File: config.mk
export PLATFORM = sky130hd
export DESIGN_NAME = ahb_resp_mux
export DESIGN_NICKNAME = d
export VERILOG_FILES = /design/src/rtl/ahb_pkg.sv /design/src/rtl/ahb_default_slave.sv /design/src/rtl/ahb_resp_mux.sv
export SDC_FILE = /design/constraint.sdc
export NUM_CORES = 1
export LEC_CHECK = 0
export CAP_MARGIN = 25
export CELL_PAD_IN_SITES_DETAIL_PLACEMENT = 0
export CELL_PAD_IN_SITES_GLOBAL_PLACEMENT = 1
export CORE_MARGIN = 10
export CORE_UTILIZATION = 13
export DETAILED_ROUTE_END_ITERATION = 12
export MAX_ROUTING_LAYER = met4
export PLACE_DENSITY_LB_ADDON = 0.1
export SLEW_MARGIN = 20
export SYNTH_ARGS = -nofsm -noshare
export SYNTH_HDL_FRONTEND = slang
export SYNTH_SLANG_ARGS = --single-unit
File: constraint.sdc
create_clock -name HCLK -period 1.3 [get_ports HCLK]
set_input_delay 0.26 -clock HCLK [delete_from_list [all_inputs] [get_ports HCLK]]
set_output_delay 0.26 -clock HCLK [all_outputs]
set_load 0.01 [all_outputs]
File: src/rtl/ahb_pkg.sv
// ahb_pkg
// Shared AHB-Lite types and constants for the response multiplexer slice.
//   sel_t         : data-phase slave selection (NONE, SRAM, DFLT)
//   dflt_state_t  : default-slave error FSM states (IDLE, ERR1, ERR2)
//   HRESP_*       : single-bit response encodings
//   HTRANS_*      : master transfer type encodings
//   is_active_xfer: true for NONSEQ/SEQ, the transfers a slave must respond to
package ahb_pkg;

    typedef enum logic [1:0] {
        NONE = 2'd0,
        SRAM = 2'd1,
        DFLT = 2'd2
    } sel_t;

    typedef enum logic [1:0] {
        IDLE = 2'd0,
        ERR1 = 2'd1,
        ERR2 = 2'd2
    } dflt_state_t;

    localparam logic HRESP_OKAY  = 1'b0;
    localparam logic HRESP_ERROR = 1'b1;

    localparam logic [1:0] HTRANS_IDLE   = 2'b00;
    localparam logic [1:0] HTRANS_BUSY   = 2'b01;
    localparam logic [1:0] HTRANS_NONSEQ = 2'b10;
    localparam logic [1:0] HTRANS_SEQ    = 2'b11;

    // IDLE and BUSY never need a response, so only NONSEQ/SEQ count as real transfers.
    function automatic logic is_active_xfer(input logic [1:0] htrans);
        return (htrans == HTRANS_NONSEQ) || (htrans == HTRANS_SEQ);
    endfunction

endpackage

File: src/rtl/ahb_default_slave.sv
// ahb_default_slave
// Default slave for the unmapped address region. Any active transfer that
// lands here gets the standard two-cycle AHB ERROR response.
// Ports:
//   hclk, hreset   : bus clock, synchronous active-high reset
//   htrans         : address-phase transfer type
//   hsel_sram      : SRAM select (SRAM wins when both selects are high)
//   hsel_default   : select for the unmapped region
//   hready         : bus-wide HREADY as seen by all slaves
//   dflt_ready     : this slave's HREADYOUT, decoded from the state register
//   dflt_resp      : this slave's HRESP, decoded from the state register
module ahb_default_slave
    import ahb_pkg::*;
(
    input  logic       hclk,
    input  logic       hreset,
    input  logic [1:0] htrans,
    input  logic       hsel_sram,
    input  logic       hsel_default,
    input  logic       hready,
    output logic       dflt_ready,
    output logic       dflt_resp
);

    dflt_state_t state_q;
    dflt_state_t state_d;
    logic        start_err;

    // An error only starts when the address phase is actually accepted, the
    // transfer is real, and the SRAM is not also claiming it.
    assign start_err = hsel_default && !hsel_sram && hready && is_active_xfer(htrans);

    // ERR2 doubles as the accept cycle for the next address, so a back-to-back
    // unmapped transfer goes straight to ERR1 again.
    always_comb begin
        state_d = IDLE;
        case (state_q)
            IDLE:    state_d = start_err ? ERR1 : IDLE;
            ERR1:    state_d = ERR2;
            ERR2:    state_d = start_err ? ERR1 : IDLE;
            default: state_d = IDLE;
        endcase
    end

    always_ff @(posedge hclk) begin
        if (hreset) begin
            state_q <= IDLE;
        end else begin
            state_q <= state_d;
        end
    end

    // Outputs depend only on the state register, so they are glitch-free.
    always_comb begin
        dflt_ready = 1'b1;
        dflt_resp  = HRESP_OKAY;
        case (state_q)
            ERR1: begin
                dflt_ready = 1'b0;
                dflt_resp  = HRESP_ERROR;
            end
            ERR2: begin
                dflt_ready = 1'b1;
                dflt_resp  = HRESP_ERROR;
            end
            default: begin
                dflt_ready = 1'b1;
                dflt_resp  = HRESP_OKAY;
            end
        endcase
    end

endmodule

File: src/rtl/ahb_resp_mux.sv
// ahb_resp_mux
// AHB-Lite data-phase response multiplexer for one SRAM slave plus an
// embedded default (error) slave.
// Ports:
//   HCLK, HRESET      : bus clock, synchronous active-high reset
//   HTRANS            : address-phase transfer type
//   HSEL_SRAM         : address-phase select for the SRAM
//   HSEL_DEFAULT      : address-phase select for the unmapped region
//   HRDATA_SRAM       : SRAM read data
//   HREADYOUT_SRAM    : SRAM ready
//   HRESP_SRAM        : SRAM response
//   HRDATA            : read data to the master
//   HREADY            : bus ready to the master and all slaves
//   HRESP             : response to the master
//   SEL_ERR           : sticky flag, both selects seen high on an accepted phase
module ahb_resp_mux
    import ahb_pkg::*;
#(
    parameter int DATA_W = 32
) (
    input  logic              HCLK,
    input  logic              HRESET,
    input  logic [1:0]        HTRANS,
    input  logic              HSEL_SRAM,
    input  logic              HSEL_DEFAULT,
    input  logic [DATA_W-1:0] HRDATA_SRAM,
    input  logic              HREADYOUT_SRAM,
    input  logic              HRESP_SRAM,
    output logic [DATA_W-1:0] HRDATA,
    output logic              HREADY,
    output logic              HRESP,
    output logic              SEL_ERR
);

    sel_t sel_q;
    sel_t sel_d;
    logic sel_err_q;
    logic dflt_ready;
    logic dflt_resp;

    ahb_default_slave u_default_slave (
        .hclk         (HCLK),
        .hreset       (HRESET),
        .htrans       (HTRANS),
        .hsel_sram    (HSEL_SRAM),
        .hsel_default (HSEL_DEFAULT),
        .hready       (HREADY),
        .dflt_ready   (dflt_ready),
        .dflt_resp    (dflt_resp)
    );

    // SRAM has priority so a decoder fault never diverts a legitimate SRAM access.
    always_comb begin
        sel_d = NONE;
        if (HSEL_SRAM) begin
            sel_d = SRAM;
        end else if (HSEL_DEFAULT) begin
            sel_d = DFLT;
        end
    end

    // The data-phase owner only advances on an accepted address phase, so it is
    // held across any number of wait states.
    always_ff @(posedge HCLK) begin
        if (HRESET) begin
            sel_q     <= NONE;
            sel_err_q <= 1'b0;
        end else if (HREADY) begin
            sel_q <= sel_d;
            if (HSEL_SRAM && HSEL_DEFAULT) begin
                sel_err_q <= 1'b1;
            end
        end
    end

    assign SEL_ERR = sel_err_q;

    // Purely combinational from registered state, so the SRAM path adds no latency.
    always_comb begin
        HRDATA = '0;
        HREADY = 1'b1;
        HRESP  = HRESP_OKAY;
        case (sel_q)
            SRAM: begin
                HRDATA = HRDATA_SRAM;
                HREADY = HREADYOUT_SRAM;
                HRESP  = HRESP_SRAM;
            end
            DFLT: begin
                HREADY = dflt_ready;
                HRESP  = dflt_resp;
            end
            default: begin
                HRDATA = '0;
                HREADY = 1'b1;
                HRESP  = HRESP_OKAY;
            end
        endcase
    end

endmodule

==> results of run 1 <==
worst max-delay path by stage:
stage / startpoint / endpoint / slack (ps) / depth (start not counted)
2_1_floorplan: u_default_slave.state_q[1] / HREADY / 9 / 5
3_3_place_gp: HREADYOUT_SRAM / HREADY / -460 / 4
3_5_place_dp: HREADYOUT_SRAM / HREADY / -490 / 4
4_1_cts: sel_q[1] / HREADY / -260 / 6
5_1_grt: sel_q[1] / HREADY / -330 / 6
6_report: sel_q[0] / HREADY / -260 / 5
critical path, cell delays in order, from the launching register on:
cell and delay (ps):
dfxtp_2 350, inv_1 80, ha_4 170, a221oi_4 300
inv_2 50, buf_6 120
state kept, by name (all words and copies together) (netlist names):
signal	cells
sel_q	2
SEL_ERR	1
u_default_slave.state_q	2
cells by family (layout without fill, tap and decap cells):
| family | Yosys count | count (layout) |
|---|---|---|
| adder cells (fa/ha/maj) | 7 | 7 |
| AND/OR/NAND/NOR | 41 | 41 |
| AO/OA/AOI/OAI | 4 | 4 |
| multiplexers | 2 | 2 |
| buffers and inverters | 10 | 98 |
| flip-flops | 5 | 5 |
layout make-up:
class / count / area [um2]
fill: 442 / 2572
inverter: 7 / 26.28
clock buffer: 4 / 45.04
timing repair buffer: 87 / 792.0
sequential: 5 / 105.1
multi-input combinational: 54 / 483.0
tap: 50 / 62.56
power by group through the flow:
| stage | registers [mW] | clock network [mW] | logic (mW) |
|---|---|---|---|
| 6_report | 0.176 | 0.280 | 0.538 |
| 5_1_grt | 0.177 | 0.305 | 0.583 |
| 3_5_place_dp | 0.174 | 0 | 0.516 |
| 2_1_floorplan | 0.176 | 0 | 0.177 |
| 3_3_place_gp | 0.174 | 0 | 0.512 |
| 4_1_cts | 0.175 | 0.290 | 0.522 |
routing by layer:
metal | GRT usage (%) | part of all wire, % | vias up
li1 | - | - | 391
met1 | 7.504 | 34 | 355
met2 | 14.10 | 57 | 35
met3 | 2.486 | 7.4 | 4
met4 | 2.695 | 0.97 | 0
met5 | - | 0 | -
cell usage after synthesis, drive strengths merged:
library cell / instances / area share [%]
or3b: 1 / 1.6
o22ai: 1 / 1.1
mux2i: 2 / 3.6
ha: 7 / 16
clkbuf: 3 / 2.0
o21ai: 1 / 0.90
a22oi: 1 / 1.3
nor3: 1 / 1.8
nand3b: 1 / 1.3
a221oi: 1 / 4.7
and2: 32 / 36
nor2b: 1 / 1.1
dfxtp: 5 / 18
inv: 7 / 4.7
nor2: 1 / 0.67
or4b: 1 / 1.8
nand2b: 2 / 2.2
or2b: 1 / 1.3
repair_timing:
item	CTS	global route
cloned	1	0
hold endpoints to repair	0	0
resized for setup	158	15
setup endpoints to repair	39	38
pin swaps	6	5
buffers inserted	3	3
==> qor.csv, run 1 <==
metric;value;unit
synthSimpleGateAreaFrac;47.87;%
synth-seq-cells;5;
clock_path_buffers;2;
r2r_slack;-60;ps
clockPowerShare;28.2;%
place_inst;199;
combPwrFrac;54.1;%
max_freq;0.6428;GHz
synth_compound_area_share;8.090;%
startpoint_type;register;
critPathRequiredTime;1040;ps
skew;1.914;ps
tns;-7200;ps
violations;negative setup slack;
status;finished, violations left;
core_region_area;4086;um2
io_pins;75;
hp-class;reg -> reg;
vias;785;
first_global_vias;881;
drv_cap;0;
cp-end-kind;primary output;
hold_depth;2;
overflow;0;
drc;0;
syn_avg_cell_area;8.069;um2
antenna_left;0;
synth_cell_type_count;18;
drt_wl_total;2900;um
nets;205;
place_hpwl;2471;um
post-route-period-util;119.7;%
antenna_found_initial;0;
r2r-end;sel_q[0];
ir_drop;256.7;uV
initial_core_util;13.63;%
clk_latency;220;ps
tightest_slew;236.5;ps
layout_common_cells;clkdlybuf4s50_1 (38), and2_1 (23), buf_2 (22);
holdPathEnd;SEL_ERR;
setup_slack;-255.6;ps
switching_share;27.34;%
routedWlPerCell;14.01;um
drive_gt1_share;47.13;%
synthXorXnorAreaFrac;0;%
die_h;85.45;um
fin_area;1514;um2
total_power;993.8;uW
cts_root_buf;clkbuf_8;
r2r_cells;5;
antenna_cells;0;
hold_viol_final;0;
utilization;37.05;%
hold_buffers;0;
synth_warnings;0;
htree_levels;1;
syn_nets;116;
layout_commonest_cell;clkdlybuf4s50_1;
crit_arrival;1300;ps
instances_no_fill;207;
power.density;656.4;nW/um2
dpl_cell_area;1443;um2
p_leak;0.7033;nW
avgViaCountPerCell;3.792;
power_frac_seq;17.7;%
drt_iter0_drc;10;
path_max_fanout;3;
portBuffers;73;
yosysSeqAreaShare;17.98;%
reg2reg_from;sel_q[0];
row_count;23;
rsz0062_at_grt;yes;
place.gp.congestion;0.6601;
synth_cells;69;
drv_slew;0;
synthMuxAreaShare;3.596;%
hold_ws;467.4;ps
grt_pass1_wl;4436;um
cts.sinks;5;
die_area;7301;um2
min_period;1556;ps
die_w;85.45;um
grt_max_degree;12;
synth_fa_ha_area_share;15.73;%
synth_area;556.8;um2
criticalPathCategory;reg -> out;
dp_slack;-493.7;ps
synth_top_family_by_area;simple AND/OR/NAND/NOR gates;
tritoncts;done;
relSlewSlack;84.06;%
syn_to_final_growth;171.9;%
tritoncts.num_buffers;3;
firstDrtPassIters;2;
clkTransAtPathRegs;30;ps
grt_usage;7.746;%
final-setup-viol-count;37;
p_switching;271.7;uW
hold_start;SEL_ERR;
intPower;722.1;uW
Note: power is estimated with default switching activity, not from simulation.
==> run 2, diff against run 1 <==
CORE_UTILIZATION = 15   (was 13)
clock period = 1.5 ns   (was 1.3 ns; I/O delays follow)
==> run 2 against run 1 <==
Final area up 13%. Global-route usage up 0.46 points. Sequential cell count unchanged. The flow still finishes with violations (negative setup slack). Power down 4.2%. Largest cell class unchanged.
==> qor.csv, run 2 (synthesis gave the netlist of run 1 again) <==
metric;value;unit
status;finished, violations left;
violations;negative setup slack;
portBuffers;73;
io_pins;75;
utilization;46.94;%
skew;0.1158;ps
crit_arrival;1310;ps
drv_slew;0;
p_switching;263.6;uW
grt_pass1_wl;4209;um
switching_share;27.69;%
first_global_vias;761;
clock_path_buffers;2;
hp-class;reg -> reg;
hold_viol_final;0;
tightest_slew;266.7;ps
syn_to_final_growth;206.3;%
grt_usage;8.210;%
antenna_cells;0;
critPathRequiredTime;1200;ps
row_count;22;
routedWlPerCell;15.06;um
firstDrtPassIters;2;
drt_wl_total;3117;um
die_w;80.93;um
cts_root_buf;clkbuf_8;
layout_commonest_cell;clkdlybuf4s50_1;
clk_latency;220;ps
drive_gt1_share;61.64;%
final-setup-viol-count;28;
ir_drop;320.8;uV
startpoint_type;register;
clockPowerShare;26.3;%
combPwrFrac;57.7;%
fin_area;1705;um2
htree_levels;1;
dp_slack;-373.1;ps
drv_cap;0;
power.density;558.2;nW/um2
drt_iter0_drc;2;
drc;0;
grt_max_degree;30;
rsz0062_at_grt;yes;
p_leak;0.7568;nW
nets;207;
initial_core_util;15.32;%
clkTransAtPathRegs;30;ps
hold_buffers;0;
die_area;6549;um2
place_hpwl;2455;um
min_period;1608;ps
criticalPathCategory;reg -> out;
dpl_cell_area;1416;um2
antenna_left;0;
post-route-period-util;107.2;%
cts.sinks;5;
tritoncts.num_buffers;3;
cp-end-kind;primary output;
layout_common_cells;clkdlybuf4s50_1 (39), buf_6 (31), and2_4 (29);
vias;781;
die_h;80.93;um
antenna_found_initial;0;
place.gp.congestion;0.6993;
core_region_area;3633;um2
avgViaCountPerCell;3.773;
power_frac_seq;16.0;%
overflow;0;
relSlewSlack;82.03;%
setup_slack;-107.6;ps
path_max_fanout;2;
tritoncts;done;
max_freq;0.6220;GHz
intPower;688.4;uW
==> run 2: cell count changes in the layout (fill, tap and decap cells not counted), moves of 2 or more <==
cell	before	now
inv_1	4	2
inv_4	0	2
dfxtp_4	0	2
and2_1	23	3
clkbuf_16	0	2
buf_2	22	5
buf_4	8	11
dfxtp_2	4	2
and2_4	9	29
buf_6	16	31
==> run 2: area by class of cell <==
class / instances / area, um2
Fill cell: 353 / 1928
Timing Repair Buffer: 89 / 917.1
Multi-Input combinational cell: 54 / 541.8
Sequential cell: 5 / 110.1
Tap cell: 48 / 60.06
Clock buffer: 4 / 45.04
Inverter: 7 / 31.28
==> run 2: worst max-delay path: stages (launching register included) <==
cell	delay [ps]
dfxtp_2	320
buf_6	120
ha_4	160
a221oi_4	290
inv_1	60
buf_2	140
==> run 2: stage by stage <==
stage                     instances  power (mW)  TNS [ps]  hold slack (ps)
final                           207      0.9520    -683.3            471.0
after global routing            207       1.008     -2374            512.8
after CTS                       203      0.8040    -168.5            478.7
after detailed placement        196      0.5817    -11820            470.2
after global placement          196      0.5794    -10610            462.7
after floorplan                  69      0.2969         0            371.6
==> run 2: repair_timing <==
| action | 4_1_cts | 5_1_grt |
|---|---|---|
| setup endpoints to repair | 34 | 31 |
| buffers inserted | 3 | 1 |
| pin swaps | 4 | 2 |
| gates cloned | 0 | 3 |
| hold endpoints to repair | 0 | 0 |
| resized for setup | 155 | 71 |
==> run 2: routing by layer <==
metal | part of all wire [%] | wire length [um] | track usage, % | up-vias
met3 | 6.4 | 198 | 2.649 | 2
li1 | - | - | - | 395
met2 | 56 | 1745 | 15.13 | 30
met1 | 37 | 1154 | 8.333 | 354
met5 | 0 | 0 | - | -
met4 | 0.61 | 19 | 1.557 | 0
==> run 2: final timing paths <==
check	cells after the start	start	slack, ps	endpoint
hold / removal	2	SEL_ERR	470	SEL_ERR
setup reg to reg	4	u_default_slave.state_q[0]	60	u_default_slave.state_q[0]
setup / recovery	5	sel_q[1]	-110	HREADY
hold reg to reg	2	SEL_ERR	470	SEL_ERR
==> run 2: power groups by stage <==
stage                     Sequential [mW]  Clock [mW]  Combinational, mW
after floorplan                     0.152           0              0.145
after global placement              0.151           0              0.429
after detailed placement            0.152           0              0.430
after CTS                           0.152       0.259              0.393
after global routing                0.153       0.268              0.586
final                               0.152       0.250              0.549
